**src/rtl/uart_tx_fifo.sv**
```systemverilog
// uart_tx_fifo: byte FIFO sitting between a host write port and a UART
// transmitter. Occupancy, empty/full flags and read data are all registered.
// The sticky overflow flag is present only when UART_TX_FIFO_OVERFLOW_FLAG_EN
// is defined; otherwise overflow is tied low and clr_overflow is ignored.
//
// Strobe semantics: fifo_write_tx and fifo_read_tx are active-low, one byte
// per low cycle. A write is accepted only when the registered fifo_full is low
// at that edge and a read only when the registered fifo_empty is low; a
// refused strobe has no effect on pointers, count, memory or read data.
// There is no write-to-read bypass: a byte written into an empty FIFO becomes
// readable on the following cycle.
module uart_tx_fifo #(
  parameter int DEPTH_LOG2 = 4
) (
  input  logic                  clk,
  input  logic                  reset_n,
  input  logic                  fifo_write_tx,
  input  logic [7:0]            tx_din,
  input  logic                  fifo_read_tx,
  output logic [7:0]            tx_dout_reg,
  output logic                  fifo_empty,
  output logic                  fifo_full,
  output logic [DEPTH_LOG2:0]   fifo_count,
  input  logic                  clr_overflow,
  output logic                  overflow
);

  localparam int                    DEPTH    = 1 << DEPTH_LOG2;
  localparam logic [DEPTH_LOG2:0]   FULL_CNT = (DEPTH_LOG2 + 1)'(DEPTH);
  localparam logic [DEPTH_LOG2:0]   CNT_ONE  = (DEPTH_LOG2 + 1)'(1);
  localparam logic [DEPTH_LOG2-1:0] PTR_ONE  = DEPTH_LOG2'(1);

  logic [7:0]            mem_q [DEPTH];
  logic [DEPTH_LOG2-1:0] wr_ptr_q, wr_ptr_d;
  logic [DEPTH_LOG2-1:0] rd_ptr_q, rd_ptr_d;
  logic [DEPTH_LOG2:0]   count_q, count_d;
  logic                  empty_q, empty_d;
  logic                  full_q, full_d;
  logic [7:0]            dout_q, dout_d;
  logic                  overflow_q, overflow_d;
  logic                  wr_en, rd_en, wr_drop;

  // Accept/drop decisions and next-state pointers, count, flags and read data.
  always_comb begin
    wr_en    = !fifo_write_tx && !full_q;
    rd_en    = !fifo_read_tx && !empty_q;
    wr_drop  = !fifo_write_tx && full_q;
    wr_ptr_d = wr_ptr_q;
    rd_ptr_d = rd_ptr_q;
    count_d  = count_q;
    dout_d   = dout_q;
    if (wr_en) wr_ptr_d = wr_ptr_q + PTR_ONE;
    if (rd_en) begin
      rd_ptr_d = rd_ptr_q + PTR_ONE;
      dout_d   = mem_q[rd_ptr_q];
    end
    case ({wr_en, rd_en})
      2'b10:   count_d = count_q + CNT_ONE;
      2'b01:   count_d = count_q - CNT_ONE;
      default: count_d = count_q;
    endcase
    // Flags come from the next count so they are valid the cycle after the edge.
    empty_d = (count_d == '0);
    full_d  = (count_d == FULL_CNT);
  end

`ifdef UART_TX_FIFO_OVERFLOW_FLAG_EN
  // Sticky overflow: a dropped write sets it and wins over a same-cycle clear.
  always_comb begin
    overflow_d = overflow_q;
    if (wr_drop)           overflow_d = 1'b1;
    else if (clr_overflow) overflow_d = 1'b0;
  end
`else
  logic unused_overflow_inputs;
  assign unused_overflow_inputs = clr_overflow ^ wr_drop;

  // Overflow feature absent: the flag stays low.
  always_comb begin
    overflow_d = 1'b0;
  end
`endif

  // Storage array; not reset, stale bytes are unreachable once pointers clear.
  always_ff @(posedge clk) begin
    if (reset_n && wr_en) mem_q[wr_ptr_q] <= tx_din;
  end

  // Control registers with synchronous active-low reset taking priority.
  always_ff @(posedge clk) begin
    if (!reset_n) begin
      wr_ptr_q   <= '0;
      rd_ptr_q   <= '0;
      count_q    <= '0;
      empty_q    <= 1'b1;
      full_q     <= 1'b0;
      dout_q     <= 8'h00;
      overflow_q <= 1'b0;
    end else begin
      wr_ptr_q   <= wr_ptr_d;
      rd_ptr_q   <= rd_ptr_d;
      count_q    <= count_d;
      empty_q    <= empty_d;
      full_q     <= full_d;
      dout_q     <= dout_d;
      overflow_q <= overflow_d;
    end
  end

  assign tx_dout_reg = dout_q;
  assign fifo_empty  = empty_q;
  assign fifo_full   = full_q;
  assign fifo_count  = count_q;
  assign overflow    = overflow_q;

endmodule

```
**config.mk**
```make
export PLATFORM = sky130hd
export DESIGN_NAME = uart_tx_fifo
export DESIGN_NICKNAME = d
export VERILOG_FILES = /design/src/rtl/uart_tx_fifo.sv
export SDC_FILE = /design/constraint.sdc
export NUM_CORES = 1
export LEC_CHECK = 0
export CORE_MARGIN = 4
export CORE_UTILIZATION = 50
export CTS_CLUSTER_SIZE = 25
export DETAILED_ROUTE_END_ITERATION = 8
export PLACE_DENSITY = 0.68
export SLEW_MARGIN = 30
export SYNTH_ARGS = -nofsm -noshare
export SYNTH_HDL_FRONTEND = slang
export SYNTH_SLANG_ARGS = --single-unit
```
**constraint.sdc**
```tcl
create_clock -name clk -period 4.85 [get_ports clk]
set_clock_uncertainty 0.1 [all_clocks]
set_input_delay 0.97 -clock clk [delete_from_list [all_inputs] [get_ports clk]]
set_output_delay 0.97 -clock clk [all_outputs]
set_load 0.02 [all_outputs]
```
==> metrics.cfg <==
[run_status]
status=finished clean

[cells_and_area]
n_antenna_cell=0
fillCellCount=835
largest_reg_flops=128
syn_to_final_growth_pct=14.3
drive_gt1_share_pct=17.6
final_nets=388
utilization_pct=59.6

[yosys]
synth_top_area_cell=edfxtp_1
syn_nets=360
syn_avg_cell_area_um2=17.8
syn_area_um2=6060
netlist.area_leader.share_pct=63.5
ys.flop_type=edfxtp_1
syn_inst=340
synth-edff-count=128
synth.top_cells.by_area=edfxtp_1 63%, mux4_2 10%, dfxtp_1 7.6%, mux4_1 1.7%, nor2_1 1.7%
yosys_register_bits=151
async_flop_share_pct=0
yosysUniqueCellTypes=46
yosys_warnings=0
synth-seq-area-share_pct=71.1

[die]
dieHeight_um=118
fp.coreArea_um2=11600
row_count=39
num_io_pins=29
start_util_pct=52.1
die_w_um=118
die_area_um2=13900

[timing]
slew_headroom_pct=37.2
rsz0062_at_grt=false
finalHoldViolCount=0
fin_crit_sh_pct=72.0
finalCriticalPeriod_ns=3.49
tightest_slew_ns=0.939
finalSetupViolations=0
final.setup.tns_ns=0
timing.fmax_mhz=286
slew_viol_final=0

[routing]
vias_per_cell=5.89
drc=0
drt-total-wl_um=11500
wl_per_cell_um=21.9
drtIter0Drc=230
num_vias=3085
drtPass1Iterations=5
postRouteAntennaNets=0

[global_routing]
grt-ovfl-total=0
antenna_found_initial=0
grt_usage_pct=17.6
grt_pass1_vias=3105
grt_max_degree=36
grt_pass1_wl_um=17900

[hold_path]
holdPathStages=2
hp-start=tx_dout_reg[6]$_SDFFE_PN0P_
min_to=tx_dout_reg[6]$_SDFFE_PN0P_
hold_path_class=register to register

[setup_path]
reg2reg_slack_ns=1.99
startpoint_type=primary input
r2r_cells=10
path_max_fanout=15
worstPathArrival_ns=3.43
r2r-start=fifo_empty$_SDFF_PN1_
crit_type=primary input to register
required_ns=4.78
r2r-end=fifo_empty$_SDFF_PN1_
crit_path_end_kind=register

[clock_network]
ctsResizeCount=0
clk_latency_ns=0.42
ctsHoldBuffers=0
cts_tree=yes
cts_inserted_buffers=17
path_clk_slew_ns=0.05
cts_buffer_depth=2
root_buffer=clkbuf_16
post_cts.repair.setup_buffers=0
htreeDepth=4
clock-sinks=151

[power_and_ir_drop]
switching_share_pct=23.9
seqPwrFrac_pct=48.4
irDropWorstVdd_mv=0.281
clkPwrFrac_pct=37.1
power_density_nw_per_um2=457
p_leak_nw=2.20
p_int_mw=2.41
share_comb_of_total_power_pct=14.4
switchingPower_mw=0.755

[place]
hpwl_um=7250
gp_congestion=0.775
numPortBuffers=26

[run]
drv_cap=0

-- cells in the final DEF, fill, tap and decap left out, types with 5 or more instances in the layout --
| cell | count |
|---|---|
| nand2_1 | 12 |
| ha_1 | 7 |
| mux4_2 | 28 |
| a22o_1 | 8 |
| nand3_1 | 10 |
| clkbuf_8 | 5 |
| a221oi_1 | 7 |
| inv_1 | 8 |
| xor2_1 | 6 |
| o21ai_1 | 8 |
| clkbuf_16 | 17 |
| edfxtp_1 | 128 |
| nor2_1 | 24 |
| clkdlybuf4s50_1 | 26 |
| dfxtp_1 | 22 |
| a21oi_1 | 5 |
| clkbuf_1 | 6 |
-- metal layers --
layer | part of all wire, % | global-route usage (%)
met5 | 0 | 0
met3 | 5.4 | 5.14
met4 | 1.4 | 6.45
met2 | 49 | 27.8
met1 | 44 | 23.4
-- critical path, stage by stage --
cell             delay (ns)
clkdlybuf4s50_1        0.85
inv_1                  0.41
or3_1                  0.47
nor2_1                 0.73
-- cell type report --
class                           count  area [um2]  area share [%]
Sequential cell                   151        4310            62.3
Multi-Input combinational cell    161        1580            22.9
Clock buffer                       28         517            7.47
Timing Repair Buffer               29         283            4.09
Tap cell                          143         179            2.59
Inverter                            8        30.0           0.434
Clock inverter                      4        20.0           0.289
-- worst max path at each step --
| stage | from | end |
|---|---|---|
| floorplan | fifo_read_tx | fifo_full$_SDFF_PN0_ |
| global placement | reset_n | mem_q[1][6]$_DFFE_PP_ |
| detailed placement | fifo_read_tx | fifo_empty$_SDFF_PN1_ |
| CTS | fifo_read_tx | fifo_empty$_SDFF_PN1_ |
| global route | fifo_read_tx | fifo_empty$_SDFF_PN1_ |
| finish | reset_n | mem_q[3][4]$_DFFE_PP_ |
-- power by group through the flow --
stage | logic [mW] | registers, mW | clock network (mW)
floorplan | 0.351 | 1.54 | 0
global route | 0.497 | 1.54 | 1.25
detailed placement | 0.457 | 1.56 | 0
global placement | 0.449 | 1.56 | 0
CTS | 0.459 | 1.53 | 1.19
finish | 0.457 | 1.53 | 1.17
-- through the flow --
step                area (um2)  worst slack [ns]  power [mW]  instances  hold slack, ns
floorplan                 6060              1.92        1.89        340           0.382
global route              6920              1.09        3.29        524           0.382
global placement          6370             0.999        2.01        492           0.352
CTS                       6910              1.41        3.19        524           0.366
finish                    6920              1.36        3.16        524           0.364
detailed placement        6380             0.955        2.02        492           0.359
-- synth_stat cells, types with 2 or more instances --
cell type	n
o31ai_1	2
a221oi_2	2
clkbuf_2	2
a22o_1	8
o21ai_1	8
a221oi_1	7
nand4_1	2
nand2_1	12
o21ba_2	2
xnor2_1	4
edfxtp_1	128
nor2_1	28
buf_4	4
mux4_2	28
ha_1	7
nand3_1	10
a21oi_1	5
buf_2	2
nor3_1	3
buf_6	5
o2111ai_1	3
dfxtp_1	23
mux4_1	4
nand3b_1	2
inv_1	8
clkbuf_1	5
and2_1	2
xor2_1	6
-- cell families after synthesis --
group	synth area share, %
buffers and inverters	2.95
adder cells (fa/ha/maj)	1.45
flip-flops	71.1
AO/OA/AOI/OAI	5.48
XOR/XNOR	1.45
multiplexers	12.3
other	0.0619
AND/OR/NAND/NOR	5.23
(Power assumes the default switching activity.)
==> RTL change (same settings) <==
The option `UART_TX_FIFO_OVERFLOW_FLAG_EN` is turned on by a define.
--- a/src/rtl/uart_tx_fifo.sv
+++ b/src/rtl/uart_tx_fifo.sv
@@ -11,2 +11,4 @@
 // readable on the following cycle.
+`define UART_TX_FIFO_OVERFLOW_FLAG_EN
+
 module uart_tx_fifo #(
Behaviour: same outputs for any inputs over 10 cycles, from zero or initial values and one cycle with reset_n low; that may be too few to reach the edited logic, so the function may still have changed.
==> RTL change against the unedited design <==
Via count increased by 2.7%; setup slack improved by 0.061 ns; sequential cell count is 1 higher; global-route usage is 0.46 points higher; power rose by 4.3%; area after synthesis rose by 2.2%; design area rose by 3.7%; wire length grew 4.9%; largest cell class unchanged.
==> RTL change: results (changes against the unedited design) <==
leakage power total: 2.32 nW (+5.2%)
Post-DP Area: 6580 sq um (+3.2%)
gr usage total: 18.1% (+0.46 points)
wire length on met1: 5300 um (+5.5%)
I/O Buffers: 28 (+7.7%)
Detailed Routing Iterations Pass 1: 4 (-1)
Warnings, synthesis: 0 (unchanged)
Final Cycle Share: 70.8% (-1.2 points)
routability cong.: 0.787 (+1.6%)
CP delay by family, top: simple AND/OR/NAND/NOR gates
register area share after synthesis: 69.9% (-1.2 points)
Initial DRC Count: 301 (+31%)
Post-synth top cells: edfxtp_1 (128), nor2_1 (29), dfxtp_1 (24), mux4_1 (24), nand2_1 (11)
Async SR Flop Fraction: 0% (unchanged)
antenna violations before repair: 0 (unchanged)
CTS Buf Count: 17 (unchanged)
max FFs per register: 128 (unchanged)
met2 wire len: 5520 um (-2.4%)
Synth Instances: 340 (unchanged)
first-pass GRT wire length: 18600 um (+3.8%)
post-CTS resize count: 0 (unchanged)
Worst Path Max Fanout: 13 (-2)
H-tree levels: 4 (unchanged)
CP peak stage delay: 0.45 ns (-0.40 ns)
DR top layer: met4
Worst VDD drop: 0.000289 V (+2.9%)
Worst Max-Slew Pin Slew: 0.972 ns (+0.0334 ns)
fraction of layout cells with a size suffix above 1: 15.3% (-2.2 points)
worst hold margin: 0.361 ns (-0.00273 ns)
count of unique library cells instantiated by Yosys: 49 (+6.5%)
Antenna Cells: 0 (unchanged)
R2R Setup Slk: 2.07 ns (+0.08 ns)
Final #Nets: 398 (+2.6%)
Placed Cells: 527 (+7.1%)
Setup Buffers After CTS: 0 (unchanged)
routed len/inst: 21.5 um (-1.7%)
Reg clk slew, reported paths: 0.06 ns
Vias: 3168 (+2.7%)
largest net degree at the start of global routing: 36 (unchanged)
Setup WS pre-CTS: 0.957 ns (+0.00156 ns)
Synth area leaders: edfxtp_1 (62%), mux4_1 (10%), dfxtp_1 (7.8%)
Post-synth EDFFs: 128 (unchanged)
vias in the first global route: 3120 (+0.48%)
Via density: 5.67 (-3.7%)
later-pin clock latency in the skew report: 0.43 ns
Critical-path top delay cell: clkdlybuf4s50_1
Mapped Nets: 360 (unchanged)
CTS root buf: clkbuf_16
CTS Buffer Depth: 2 (unchanged)
status: finished, final reports clean
placed wire-length estimate: 7360 um (+1.5%)
arrival time at the worst endpoint: 3.67 ns (+0.24 ns)
hold crit path type: register to register
NetSw: 0.836 mW (+11%)
Post-CTS Hold Fix Bufs: 0 (unchanged)
met3 wire length: 882 um (+43%)
top cell type's share of synthesized area: 62.1% (-1.3 points)
-- RTL change: cell types whose count changed in the layout (fill, tap and decap cells not counted), moves of 5 or more --
| cell | change |
|---|---|
| buf_4 | +6 |
| mux4_1 | +20 |
| mux4_2 | -20 |
| clkbuf_1 | -6 |
| clkbuf_8 | -5 |
-- RTL change: kinds of logic after synthesis --
logic type	synth area share, %
buf+inv	3.32
mux	13.3
xor+xnor	1.70
compound gates	4.47
simple gates	5.95
fa+ha+maj	1.42
flops	69.9
-- RTL change: worst paths after layout --
kind | start | endpoint | cells past startpoint
worst max-delay path | fifo_read_tx | fifo_full | 11
worst min-delay path | tx_dout_reg[5] | tx_dout_reg[5] | 2
worst max register to register | fifo_empty | fifo_full | 10
worst min register to register | tx_dout_reg[5] | tx_dout_reg[5] | 2
-- RTL change: final cells by class --
type,count,area (sq um)
Inverter,6,22.5
Fill cell,895,4890
Clock inverter,15,166
Sequential cell,152,4330
Multi-Input combinational cell,164,1680
Tap cell,168,210
Clock buffer,17,425
Timing Repair Buffer,37,348
-- RTL change: power groups by stage --
| stage | Clock, mW | Sequential, mW | Combinational, mW |
|---|---|---|---|
| finish | 1.31 | 1.54 | 0.457 |
| global placement | 0 | 1.56 | 0.448 |
| floorplan | 0 | 1.55 | 0.344 |
| detailed placement | 0 | 1.57 | 0.458 |
| CTS | 1.32 | 1.54 | 0.460 |
| global route | 1.40 | 1.54 | 0.493 |
-- RTL change: routing by layer --
metal | vias up | global-route usage, %
met3 | 24 | 6.22
met2 | 107 | 26.8
met5 | - | 0
li1 | 1459 | -
met4 | 0 | 7.31
met1 | 1578 | 24.6
-- RTL change: tightest hold or removal path, cell delays in order (launching register included) --
cell,delay [ns]
dfxtp_1,0.31
nand3_1,0.06
o21ai_1,0.05
